<file path="config.mk">
export PLATFORM = sky130hd
export DESIGN_NAME = pt_tx_sched_flat
export DESIGN_NICKNAME = d
export VERILOG_FILES = /design/src/rtl/pt_tx_sched_if.sv /design/src/rtl/pt_tx_sched.sv /design/src/flat_wrapper.sv
export SDC_FILE = /design/constraint.sdc
export NUM_CORES = 1
export LEC_CHECK = 0
export BUFFER_PORTS_ARGS = -buffer_cell sky130_fd_sc_hd__clkbuf_2
export CAP_MARGIN = 20
export CORE_ASPECT_RATIO = 0.6
export CORE_MARGIN = 3
export CORE_UTILIZATION = 52
export DETAILED_ROUTE_END_ITERATION = 6
export PLACE_DENSITY = 0.75
export SKIP_LAST_GASP = 1
export SLEW_MARGIN = 20
export SYNTH_ARGS = -nofsm -noshare
export SYNTH_HDL_FRONTEND = slang
export SYNTH_SLANG_ARGS = --single-unit
</file>
<file path="constraint.sdc">
create_clock -name clk -period 2.6 [get_ports clk]
set_input_delay 0.52 -clock clk [delete_from_list [all_inputs] [get_ports clk]]
set_output_delay 0.52 -clock clk [all_outputs]
set_load 0.01 [all_outputs]
</file>
<file path="src/rtl/pt_tx_sched_if.sv">
// Handshake bundle between the code-word assembler, the transmission
// scheduler and the PT2262 encoder. The scheduler uses the slave view; the
// environment (assembler plus encoder) uses the master view.
interface pt_tx_sched_if;
   logic        in_valid;
   logic [23:0] in_data;
   logic        in_ready;
   logic [3:0]  cfg_repeats;
   logic        enc_ld;
   logic [23:0] enc_ad;
   logic        enc_done;

   modport master (
      output in_valid, in_data, cfg_repeats, enc_done,
      input  in_ready, enc_ld, enc_ad
   );

   modport slave (
      input  in_valid, in_data, cfg_repeats, enc_done,
      output in_ready, enc_ld, enc_ad
   );
endinterface

</file>
<file path="src/rtl/pt_tx_sched.sv">
// Transmission scheduler: queues assembled 24-bit code words and launches
// each one into the PT2262 encoder several times, with an idle gap between
// launches, because PT2262 receivers only accept repeated frames.
module pt_tx_sched #(
   parameter int DEPTH         = 4,
   parameter int DEF_REPEATS   = 4,
   parameter int GAP_CYCLES    = 32,
   parameter int START_TIMEOUT = 64
) (
   input  logic                   clk,
   input  logic                   reset,
   pt_tx_sched_if.slave           bus,
   output logic                   busy,
   output logic [$clog2(DEPTH):0] fifo_level,
   output logic                   overflow,
   output logic                   timeout_err
);
   localparam int AW = $clog2(DEPTH);
   localparam int CW = AW + 1;
   localparam int TW = $clog2(START_TIMEOUT + 1);
   localparam int GW = $clog2(GAP_CYCLES + 1);

   localparam logic [CW-1:0] FULL_C    = CW'(DEPTH);
   localparam logic [TW-1:0] TMO_C     = TW'(START_TIMEOUT);
   localparam logic [GW-1:0] GAP_C     = GW'(GAP_CYCLES);
   localparam logic [3:0]    DEF_REP_C = 4'(DEF_REPEATS);

   localparam logic [2:0] S_IDLE       = 3'd0;
   localparam logic [2:0] S_LOAD       = 3'd1;
   localparam logic [2:0] S_WAIT_START = 3'd2;
   localparam logic [2:0] S_WAIT_DONE  = 3'd3;
   localparam logic [2:0] S_GAP        = 3'd4;

   logic [23:0]   mem_q [DEPTH];
   logic [AW-1:0] wr_ptr_q, rd_ptr_q;
   logic [CW-1:0] count_q;
   logic [2:0]    state_q, state_d;
   logic [23:0]   word_q, word_d;
   logic [3:0]    rep_q, rep_d;
   logic [TW-1:0] timer_q, timer_d;
   logic [GW-1:0] gap_q, gap_d;
   logic          ovf_q;
   logic          tmo_q, tmo_d;
   logic          push, pop;

   // Readiness depends on the stored count only, so a pop in the same cycle
   // never opens a slot in a full FIFO.
   assign bus.in_ready = (count_q < FULL_C);
   assign push         = bus.in_valid && bus.in_ready;
   assign pop          = (state_q == S_IDLE) && (count_q != '0);

   // Word storage; written on every accepted push.
   // NOTE: the storage array has no reset -- pointers and count define which
   // entries are valid, so clearing the data itself buys nothing.
   always_ff @(posedge clk) begin
      if (push) mem_q[wr_ptr_q] <= bus.in_data;
   end

   // FIFO pointers, occupancy count and the sticky overflow flag.
   // NOTE: state registers use non-blocking assignments so every flop samples
   // the pre-edge values regardless of statement order.
   always_ff @(posedge clk) begin
      if (!reset) begin
         wr_ptr_q <= '0;
         rd_ptr_q <= '0;
         count_q  <= '0;
         ovf_q    <= 1'b0;
      end else begin
         if (push) wr_ptr_q <= wr_ptr_q + 1'b1;
         if (pop)  rd_ptr_q <= rd_ptr_q + 1'b1;
         case ({push, pop})
            2'b10:   count_q <= count_q + 1'b1;
            2'b01:   count_q <= count_q - 1'b1;
            default: count_q <= count_q;
         endcase
         if (bus.in_valid && !bus.in_ready) ovf_q <= 1'b1;
      end
   end

   // Launch sequencer: dequeue, load, wait for the encoder to start and
   // finish, then hold off for the gap before the next repeat.
   // NOTE: every next-state variable gets a default first so no path through
   // the case statement can leave one unassigned and infer a latch.
   always_comb begin
      state_d = state_q;
      word_d  = word_q;
      rep_d   = rep_q;
      timer_d = timer_q;
      gap_d   = gap_q;
      tmo_d   = tmo_q;
      case (state_q)
         S_IDLE: begin
            if (count_q != '0) begin
               word_d  = mem_q[rd_ptr_q];
               rep_d   = (bus.cfg_repeats == 4'd0) ? DEF_REP_C : bus.cfg_repeats;
               state_d = S_LOAD;
            end
         end
         S_LOAD: begin
            timer_d = '0;
            state_d = S_WAIT_START;
         end
         S_WAIT_START: begin
            if (!bus.enc_done) begin
               state_d = S_WAIT_DONE;
            end else begin
               timer_d = timer_q + 1'b1;
               if (timer_d == TMO_C) begin
                  // Encoder never started: abandon the remaining repeats.
                  tmo_d   = 1'b1;
                  rep_d   = '0;
                  state_d = S_IDLE;
               end
            end
         end
         S_WAIT_DONE: begin
            if (bus.enc_done) begin
               rep_d   = rep_q - 1'b1;
               gap_d   = '0;
               state_d = S_GAP;
            end
         end
         S_GAP: begin
            // The gap counter runs through GAP_CYCLES idle clocks and decides
            // on the following one, giving GAP_CYCLES+2 clocks from done to
            // the next load.
            if (gap_q == GAP_C) begin
               state_d = (rep_q != '0) ? S_LOAD : S_IDLE;
            end else begin
               gap_d = gap_q + 1'b1;
            end
         end
         default: state_d = S_IDLE;
      endcase
   end

   // Sequencer registers and the sticky timeout flag.
   always_ff @(posedge clk) begin
      if (!reset) begin
         state_q <= S_IDLE;
         word_q  <= '0;
         rep_q   <= '0;
         timer_q <= '0;
         gap_q   <= '0;
         tmo_q   <= 1'b0;
      end else begin
         state_q <= state_d;
         word_q  <= word_d;
         rep_q   <= rep_d;
         timer_q <= timer_d;
         gap_q   <= gap_d;
         tmo_q   <= tmo_d;
      end
   end

   assign bus.enc_ld  = (state_q == S_LOAD);
   assign bus.enc_ad  = word_q;
   assign busy        = (state_q != S_IDLE) || (count_q != '0);
   assign fifo_level  = count_q;
   assign overflow    = ovf_q;
   assign timeout_err = tmo_q;
endmodule
</file>
<file path="src/flat_wrapper.sv">
// flat-port wrapper written by rule: the top's interface ports become plain ports
module pt_tx_sched_flat 
#(
   parameter int DEPTH         = 4,
   parameter int DEF_REPEATS   = 4,
   parameter int GAP_CYCLES    = 32,
   parameter int START_TIMEOUT = 64
)
  (clk, reset, busy, fifo_level, overflow, timeout_err, bus_in_valid, bus_in_data, bus_cfg_repeats, bus_enc_done, bus_in_ready, bus_enc_ld, bus_enc_ad);
  pt_tx_sched_if bus_i ();
  input  logic clk;
  input  logic reset;
  output logic busy;
  output logic [$clog2(DEPTH):0] fifo_level;
  output logic overflow;
  output logic timeout_err;
  input wire logic [$bits(bus_i.in_valid)-1:0] bus_in_valid;
  input wire logic [$bits(bus_i.in_data)-1:0] bus_in_data;
  input wire logic [$bits(bus_i.cfg_repeats)-1:0] bus_cfg_repeats;
  input wire logic [$bits(bus_i.enc_done)-1:0] bus_enc_done;
  output wire logic [$bits(bus_i.in_ready)-1:0] bus_in_ready;
  output wire logic [$bits(bus_i.enc_ld)-1:0] bus_enc_ld;
  output wire logic [$bits(bus_i.enc_ad)-1:0] bus_enc_ad;
  assign bus_i.in_valid = bus_in_valid;
  assign bus_i.in_data = bus_in_data;
  assign bus_i.cfg_repeats = bus_cfg_repeats;
  assign bus_i.enc_done = bus_enc_done;
  assign bus_in_ready = bus_i.in_ready;
  assign bus_enc_ld = bus_i.enc_ld;
  assign bus_enc_ad = bus_i.enc_ad;
  pt_tx_sched #(.DEPTH(DEPTH), .DEF_REPEATS(DEF_REPEATS), .GAP_CYCLES(GAP_CYCLES), .START_TIMEOUT(START_TIMEOUT)) u_core (.clk(clk), .reset(reset), .bus(bus_i), .busy(busy), .fifo_level(fifo_level), .overflow(overflow), .timeout_err(timeout_err));
endmodule
</file>
# After elaboration in Yosys (flattened, before gate mapping)
# Memories as Yosys holds them, arrays and structs flattened. A register that Yosys moved wholly into a read port is not among the register bits.
# Index checks and enable logic that the tools add are counted.
# Widths: inputs -> output; s select.
# totals
n_memories	1
input_bits	32
ram_bits	96
output_inout_bits	32
mem_bits_ro	0
latch_bits	0
elab_cells	75
regBits	29
# classes
reduce_logical	21
add_sub_neg	7
n_eq_ne	15
mux	21
shifts	0
div	0
multipliers	0
n_lt_le_gt_ge	1
bitwise	0
# mem_list
name	words	width	read_ports	rd_ports_with_merged_regs	wr	line	source
u_core.mem_q	4	24	1	1	1	pt_tx_sched.sv:34	logic [23:0] mem_q [DEPTH];
# op_table
op	n
$mux 4	5
$mux 3	5
$pmux 3 s5	1
$pmux 7 s2	1
$mux 6	2
$pmux 4 s3	1
$pmux 6 s2	1
$reduce_bool 3->1	3
$ne 2x2->1 const B	4
$add 7x1->7 const B	1
$eq 7x7->1 const B	1
$mux 7	1
$add 6x1->6 const B	1
$eq 3x2->1 const B	2
$eq 6x6->1 const B	1
$pmux 3 s2	1
$reduce_and 3->1	2
$reduce_bool 2->1	3
$reduce_and 5->1	1
$add 2x1->2 const B	2
$logic_not 4->1	1
$ne 2x1->1 const B	2
$reduce_and 2->1	2
$reduce_and 4->1	1
15 further kinds	20

# Longest topological paths before layout
# Gate-level depths: netlist of the first run.
# logic_depth
ltp_word	5
depth_mapped	12

# Least setup slack after synthesis of the first run
# OpenSTA, ideal clock, no wires.
# synth_timing
kind	register to register
start	reg u_core.state_q[0]
end	reg u_core.count_q[2], in the netlist u_core.fifo_level[2]
t_arrival_ps	2392
path_slack_ps	133
setup_ps	76
path_buffers	3
path_stages_with_launch	13
cell_sequence	dfxtp_1 buf_6 nor3_1 nand2b_1 buf_2 inv_2 buf_2 ha_1 inv_1 fa_1 xor2_1 or3_1 a21boi_0
# synth_between
elab_chain_cells	4
elab_cells_between_ends	6
# synth_lines
element	line	source
from (decl)	pt_tx_sched.sv:37	logic [2:0] state_q, state_d;
from (signal assigned)	pt_tx_sched.sv:147	state_q <= state_d;
$logic_not 3->1 (*)	pt_tx_sched.sv:50	assign pop = (state_q == S_IDLE) && (count_q != '0);
$logic_and 1x1->1 (*)	pt_tx_sched.sv:50	
net u_core.pop	pt_tx_sched.sv:44	logic push, pop;
$eq 2x1->1 / $eq 2x2->1 (equally long branches)	pt_tx_sched.sv:71	case ({push, pop})
$pmux 3 s2 / $reduce_bool 2->1 (equally long branches)	n/a	
to (signal assigned)	pt_tx_sched.sv:72	2'b10: count_q <= count_q + 1'b1;
to (signal assigned)	pt_tx_sched.sv:73	2'b01: count_q <= count_q - 1'b1;
to (signal assigned)	pt_tx_sched.sv:74	default: count_q <= count_q;
to (decl)	pt_tx_sched.sv:36	logic [CW-1:0] count_q;
# The timed path passes the listed nets; every way through them passes the cells marked *.
# A chain may end at the register's enable or synchronous reset.

# Worst setup path after layout of the first run
# layout_timing
start	reg u_core.state_q[1]
end	reg u_core.count_q[2], in the netlist u_core.fifo_level[2]
# layout_between
elab_chain_cells	4
elab_cells_between_ends	6
# layout_lines
element	line
$logic_not 3->1 (*)	pt_tx_sched.sv:50
$logic_and 1x1->1 (*)	pt_tx_sched.sv:50
$eq 2x1->1 / $eq 2x2->1 (equally long branches)	pt_tx_sched.sv:71
$pmux 3 s2 / $reduce_bool 2->1 (equally long branches)	n/a
# Mark *: on every way between the ends. The rest lies on a longest branch, timed or not.

==> qor_table.md, run 1 <==
| Item | Value | Unit |
|:---|:---|:---|
| Status | finished, final reports clean | - |
| Post-CTS Resized | 0 | - |
| Number of nets at the end of the flow | 547 | - |
| Post-CTS clock slew at the launch and capture registers of the worst setup and hold paths | 0.06 | ns |
| Total Routing Usage GR | 20.0 | % |
| TritonCTS clock tree | done | - |
| Final total negative setup slack | 0 | ns |
| Combinational family with the most area after synthesis | simple AND/OR/NAND/NOR gates | - |
| Layout filler cell count | 799 | - |
| Achievable clock frequency | 449 | MHz |
| Hold violation count in the final report | 0 | - |
| Core region area | 10900 | um2 |
| CTS Sinks | 149 | - |
| Flop and latch count out of synthesis | 149 | - |
| Antenna violations before repair | 0 | - |
| DRC violations left | 0 | - |
| Multiplexer share of the synthesized area | 9.56 | % |
| Kind of critical path | reg2reg | - |
| Top-area cell type share of the netlist area | 48.3 | % |
| Insertion delay of the later-clocked pin in the worst-skew pair | 0.41 | ns |
| Top cell type by total area after synthesis | sky130_fd_sc_hd__edfxtp_1 | - |
| Endpoint class of the critical path | flip-flop | - |
| Area contributors post-synth | sky130_fd_sc_hd__edfxtp_1 48%, sky130_fd_sc_hd__dfxtp_1 18%, sky130_fd_sc_hd__mux4_2 9.1% | - |
| Max H-tree Level | 4 | - |
| Synth Area in Compound Gates | 8.03 | % |
| Adder-cell share of the synthesized area | 2.43 | % |
| Final Critical Period | 2.23 | ns |
| Leading cell type by number of instances after synthesis | sky130_fd_sc_hd__edfxtp_1 | - |
| Final-report max-slew violation count | 0 | - |
| Peak supply drop | 0.657 | mV |
| Number of enable flip-flop cells after synthesis | 96 | - |
| Fraction of registers with async set/reset | 0 | % |
| Largest fanout on the critical path | 8 | - |
| Layout cells sized above 1 | 26.3 | % |
| Post-Route WL | 11.9 | mm |
| Total power of the final layout | 7.66 | mW |
| Avg Synthesized Cell Area | 13.8 | um2 |
| Remaining max-slew budget at the tightest pin | 45.3 | % |
| Setup repair after global routing missed its margin | no | - |
| CP required | 2.94 | ns |
| Post-detailed-route via-to-cell ratio | 5.56 | - |
| Detailed Route Iter0 Violations | 330 | - |
| Power per standard cell area | 1080 | nW/um2 |
| Worst clock skew | 0.00875 | ns |
| Pin count of the biggest net entering global routing | 29 | - |
| Wire length per cell after detailed routing | 18.1 | um |
| Type of element launching the critical path | flip-flop | - |
| I/O pin count | 64 | - |
| Cell Rows | 29 | - |
| Cell types with the highest counts after synthesis | 96 x sky130_fd_sc_hd__edfxtp_1, 64 x sky130_fd_sc_hd__nand2_1, 53 x sky130_fd_sc_hd__dfxtp_1 | - |
| Min-Delay Path Class | in2reg | - |
| Data arrival, critical path | 2.56 | ns |
| Via count of the first global-routing pass | 3690 | - |
| Total gr overflow | 0 | - |
| CTS max path bufs | 2 | - |
| Max_cap viols | 0 | - |
| Count of port buffers added during placement | 63 | - |
| Area overhead of the layout relative to synthesis | 18.6 | % |
| Number of hold-repair buffers added at the cts stage | 0 | - |
| Number of setup violations in the final report | 0 | - |
| Initial Utilization | 54.8 | % |
| Syn Nets | 475 | - |
| Number of buffers inserted to repair setup after CTS | 0 | - |
| Total vias in the final route | 3647 | - |
| Number of buffers added by the clock tree synthesis step | 17 | - |
| Floorplan die area | 12800 | um2 |
| Final RePlAce weighted congestion | 0.740 | - |
| Post-Syn Area | 5970 | um2 |
| Detail Placement HPWL | 7.50 | mm |
| Synth unique cells | 48 | - |
| Gate count after technology mapping | 432 | - |
| Share of synthesized area occupied by flip-flops and latches | 66.1 | % |
| Static Leakage | 2.58 | nW |
| Die width | 144 | um |
| Post-DRT Antenna Nets | 0 | - |
| Xor and xnor area share after synthesis | 1.61 | % |
| Primary FF master, synth | sky130_fd_sc_hd__edfxtp_1 | - |
| Transition at the pin with the smallest max-transition slack | 0.819 | ns |
| Global-route wire length before repair | 19.1 | mm |
| Area share of and/or/nand/nor cells after synthesis | 9.83 | % |
| Number of diodes added for antenna fixing | 0 | - |
| Chip Height | 89.0 | um |
| Period utilization | 85.6 | % |
| Yosys warning count | 0 | - |
| Number of optimization iterations in the first detailed-route pass | 5 | - |
| Cell at the root of the clock tree | sky130_fd_sc_hd__clkbuf_16 | - |
## report_power, final
part	internal (mW)	switching (mW)	leakage, nW	total, mW
logic	0.799	1.16	0.971	1.96
registers	2.93	0.214	1.31	3.14
clock network	1.63	0.924	0.293	2.55
## cells by family (layout without fill, tap and decap cells)
| family | Yosys count | count (layout) |
|---|---|---|
| adders and majority gates | 11 | 11 |
| xor gates and xnor gates | 11 | 11 |
| DFF | 149 | 149 |
| and+or+nand+nor | 125 | 125 |
| buffers and inverters | 35 | 120 |
| muxes | 27 | 27 |
| AOI/OAI and AO/OA | 74 | 74 |
## cells in the final DEF (no fill, tap or decap), drive strengths merged, types with 3 or more instances in the layout
| cell type | instances |
|---|---|
| edfxtp | 96 |
| clkbuf | 82 |
| nand2 | 65 |
| dfxtp | 53 |
| a21oi | 26 |
| mux4 | 24 |
| nor2 | 21 |
| a21boi | 16 |
| inv | 16 |
| o21ai | 10 |
| ha | 10 |
| buf | 10 |
| xor2 | 7 |
| nor3 | 6 |
| and2 | 6 |
| nand2b | 5 |
| nor2b | 5 |
| xnor2 | 4 |
| and3 | 4 |
| clkinvlp | 4 |
| bufinv | 4 |
| a211oi | 4 |
| clkinv | 4 |
| o2111ai | 3 |
| mux2i | 3 |
| nand3 | 3 |
| a31oi | 3 |
## stage by stage
step | cells | utilization, % | hold slack (ns) | area [um2] | setup slack (ns)
after detailed placement | 624 | 59.3 | 0.452 | 6460 | 0.347
after CTS | 656 | 65.0 | 0.310 | 7080 | 0.376
after global routing | 656 | 65.0 | 0.316 | 7080 | 0.230
after global placement | 624 | 59.3 | 0.446 | 6460 | 0.464
final | 656 | 65.0 | 0.328 | 7080 | 0.374
after floorplan | 432 | - | 0.450 | 5970 | 0.133
## final cells by class
class	count	area, um2	share of cell area (%)
clock buffer	19	443	6.26
sequential	149	3950	55.7
inverter	15	56.3	0.795
multi-input combinational	248	1880	26.5
tap	139	174	2.46
clock inverter	13	181	2.56
timing repair buffer	73	403	5.69
## worst max-delay path, stage by stage (launching register included)
cell,delay (ns)
sky130_fd_sc_hd__dfxtp_1,0.36
sky130_fd_sc_hd__nor3_1,0.31
sky130_fd_sc_hd__nand2b_1,0.15
sky130_fd_sc_hd__inv_2,0.09
sky130_fd_sc_hd__ha_1,0.17
sky130_fd_sc_hd__inv_1,0.06
sky130_fd_sc_hd__fa_1,0.37
sky130_fd_sc_hd__xor2_1,0.16
sky130_fd_sc_hd__or3_1,0.31
sky130_fd_sc_hd__a21boi_0,0.17
## layer usage
metal / wire length, um / GRT usage [%] / vias to the layer above
met5: 0 / 0 / -
met1: 5370 / 27.6 / 1774
met4: 199 / 7.37 / 0
li1: - / - / 1742
met2: 5660 / 31.1 / 116
met3: 671 / 5.56 / 15
## final timing paths
| path | start | cells after the start | slack [ns] | endpoint |
|---|---|---|---|---|
| worst max-delay path | u_core.state_q[1] | 9 | 0.37 | u_core.fifo_level[2] |
| worst min-delay path | bus_in_data[10] | 1 | 0.33 | u_core.mem_q[2][10] |
| worst max register to register | u_core.state_q[1] | 9 | 0.37 | u_core.fifo_level[2] |
| worst min register to register | u_core.bus.enc_ad[15] | 2 | 0.46 | u_core.bus.enc_ad[15] |
## sequential cells by signal, indices dropped and copies added, names as in the netlist
signal              count
u_core.timeout_err      1
u_core.rd_ptr_q         2
u_core.mem_q           96
u_core.gap_q            6
u_core.bus.enc_ad      24
u_core.wr_ptr_q         2
u_core.state_q          3
u_core.timer_q          7
u_core.fifo_level       3
u_core.rep_q            4
u_core.overflow         1
Note: power is estimated with default switching activity, not from simulation.
==> run 2: changes to the inputs <==
--- a/config.mk
+++ b/config.mk
@@ -9,9 +9,10 @@
 export CAP_MARGIN = 20
 export CORE_ASPECT_RATIO = 0.6
 export CORE_MARGIN = 3
-export CORE_UTILIZATION = 52
+export CORE_UTILIZATION = 55
+export CTS_BUF_LIST = sky130_fd_sc_hd__clkbuf_8
 export DETAILED_ROUTE_END_ITERATION = 6
-export PLACE_DENSITY = 0.75
+export PLACE_DENSITY = 0.78
 export SKIP_LAST_GASP = 1
 export SLEW_MARGIN = 20
 export SYNTH_ARGS = -nofsm -noshare
==> run 2 against run 1 <==
  * Largest cell class unchanged
  * Critical path depth unchanged
  * Sequential power about the same
  * Sequential share of layout area is 1.9 points higher
  * Largest power group unchanged
  * Power decreased by 10%
==> qor_table.md, run 2 (synthesis results as in run 1) <==
| Item | Value | Unit |
|:---|:---|:---|
| Status | finished, final reports clean | - |
| Die width | 140 | um |
| Worst R2R Start | u_core.state_q[1] | - |
| Number of diodes added for antenna fixing | 0 | - |
| Most common library cell in the layout ignoring fill and taps | sky130_fd_sc_hd__edfxtp_1 | - |
| Number of flip-flops under the largest register name | 96 | - |
| Core region area | 10200 | um2 |
| Setup repair after global routing missed its margin | no | - |
| Wire length per cell after detailed routing | 18.0 | um |
| Worst hold path endpoint | u_core.mem_q[3][10] | - |
| Remaining max-slew budget at the tightest pin | 41.4 | % |
| Via count of the first global-routing pass | 3626 | - |
| Cell Rows | 28 | - |
| Data arrival, critical path | 2.60 | ns |
| Post-CTS clock slew at the launch and capture registers of the worst setup and hold paths | 0.09 | ns |
| Detail Placement HPWL | 7.52 | mm |
| DRC violations left | 0 | - |
| Area overhead of the layout relative to synthesis | 14.8 | % |
| Period utilization | 85.4 | % |
| Type of element launching the critical path | flip-flop | - |
| Insertion delay of the later-clocked pin in the worst-skew pair | 0.45 | ns |
| Layout Cell Area excl Fill | 6850 | um2 |
| Number of setup violations in the final report | 0 | - |
| CTS max path bufs | 2 | - |
| TritonCTS clock tree | done | - |
| Achievable clock frequency | 450 | MHz |
| Proportion of total power due to net switching | 33.2 | % |
| Number of hold-repair buffers added at the cts stage | 0 | - |
| Hold Crit Depth | 1 | - |
| Antenna violations before repair | 0 | - |
| Most flops, register | u_core.mem_q | - |
| Initial Utilization | 58.6 | % |
| Cell at the root of the clock tree | sky130_fd_sc_hd__clkbuf_8 | - |
| Commonest cells after routing, fill and taps aside | 96 x sky130_fd_sc_hd__edfxtp_1, 64 x sky130_fd_sc_hd__nand2_1, 63 x sky130_fd_sc_hd__clkbuf_2, 52 x sky130_fd_sc_hd__dfxtp_1, 26 x sky130_fd_sc_hd__a21oi_1 | - |
| Post-DRT Antenna Nets | 0 | - |
| Post-detailed-route via-to-cell ratio | 5.62 | - |
| Worst clock skew | 0.0132 | ns |
| Post-CTS Resized | 0 | - |
| Pin count of the biggest net entering global routing | 29 | - |
| CTS Sinks | 149 | - |
| Total Routing Usage GR | 20.7 | % |
| Final Critical Period | 2.22 | ns |
| Final RePlAce weighted congestion | 0.840 | - |
| Endpoint class of the critical path | flip-flop | - |
| Number of optimization iterations in the first detailed-route pass | 5 | - |
| Final total negative setup slack | 0 | ns |
| Largest fanout on the critical path | 8 | - |
| Startpoint of the most critical hold path | bus_in_data[10] | - |
| Peak supply drop | 0.629 | mV |
| Detailed Route Iter0 Violations | 319 | - |
| Logic gate share of total power | 28.9 | % |
| Placement-stage cell area | 6460 | um2 |
| Fraction of power consumed by the clock network | 25.4 | % |
| Layout filler cell count | 727 | - |
| Internal Dissipation | 4.59 | mW |
| Global-route wire length before repair | 19.1 | mm |
| Floorplan die area | 12200 | um2 |
| R2r worst-path depth | 9 | - |
| CP required | 2.98 | ns |
| Post-Route WL | 11.7 | mm |
| I/O pin count | 64 | - |
| Layout cells sized above 1 | 26.5 | % |
| Net load switching power | 2.28 | mW |
| Min-Delay Path Class | in2reg | - |
| Final-report max-slew violation count | 0 | - |
| Seq pwr share | 45.7 | % |
| Total vias in the final route | 3661 | - |
| Chip Height | 86.7 | um |
| Number of nets at the end of the flow | 547 | - |
| End of the worst register-to-register path | u_core.fifo_level[2] | - |
| Static Leakage | 2.48 | nW |
| Count of port buffers added during placement | 63 | - |
| Transition at the pin with the smallest max-transition slack | 0.878 | ns |
| Number of buffers added by the clock tree synthesis step | 17 | - |
| Max_cap viols | 0 | - |
| Kind of critical path | reg2reg | - |
| Total gr overflow | 0 | - |
| Power per standard cell area | 1000 | nW/um2 |
| Max H-tree Level | 4 | - |
| Number of buffers inserted to repair setup after CTS | 0 | - |
| Hold violation count in the final report | 0 | - |
| Reg-to-reg setup timing slack | 0.38 | ns |
==> run 2: worst max-delay path, stage by stage (launching register included) <==
cell and delay [ns]:
sky130_fd_sc_hd__dfxtp_1 0.38, sky130_fd_sc_hd__nor3_1 0.31, sky130_fd_sc_hd__nand2b_1 0.15, sky130_fd_sc_hd__inv_2 0.08, sky130_fd_sc_hd__ha_1 0.17, sky130_fd_sc_hd__inv_1 0.06
sky130_fd_sc_hd__fa_1 0.38, sky130_fd_sc_hd__xor2_1 0.16, sky130_fd_sc_hd__or3_1 0.31, sky130_fd_sc_hd__a21boi_0 0.16
==> run 2: how the worst max path moves through the flow <==
stage                      startpoint  slack [ns]                    to
finish              u_core.state_q[1]        0.38  u_core.fifo_level[2]
global route        u_core.state_q[1]        0.18  u_core.fifo_level[2]
CTS                 u_core.state_q[1]        0.37  u_core.fifo_level[2]
detailed placement       bus_in_valid        0.40  u_core.fifo_level[2]
global placement         bus_in_valid        0.47  u_core.fifo_level[2]
floorplan           u_core.state_q[0]        0.13  u_core.fifo_level[2]
==> run 2: area by class of cell <==
type                       instances  area [um2]  area share, %
sequential                       149        3950           57.6
multi-input combinational        248        1880           27.4
timing repair buffer              73         415           6.06
clock buffer                      17         234           3.41
tap                              135         169           2.47
clock inverter                    15         154           2.25
inverter                          15        56.3          0.822
==> run 2: metal layers <==
layer / share of wire [%] / vias up / track usage (%) / wire [um]
met5: 0 / - / 0 / 0
met4: 1.1 / 0 / 7.12 / 130
met3: 5.7 / 13 / 6.39 / 673
met2: 46 / 115 / 31.6 / 5450
met1: 47 / 1796 / 28.8 / 5490
li1: - / 1737 / - / -
==> run 2: power by group through the flow <==
stage	logic, mW	registers (mW)	clock network, mW
floorplan	1.28	3.20	0
global placement	1.92	3.17	0
CTS	1.99	3.14	1.79
global route	2.18	3.19	1.89
finish	1.98	3.14	1.75
detailed placement	1.97	3.19	0
==> run 2: per-stage QoR <==
| stage | total power [mW] | hold WS [ns] | std cells | setup WS, ns | util, % |
|---|---|---|---|---|---|
| 6_report | 6.87 | 0.293 | 652 | 0.379 | 67.2 |
| 5_1_grt | 7.27 | 0.272 | 652 | 0.181 | 67.2 |
| 4_1_cts | 6.92 | 0.258 | 652 | 0.372 | 67.2 |
| 3_5_place_dp | 5.17 | 0.456 | 620 | 0.397 | 63.4 |
| 3_3_place_gp | 5.09 | 0.448 | 620 | 0.468 | 63.4 |
| 2_1_floorplan | 4.48 | 0.450 | 432 | 0.133 | - |
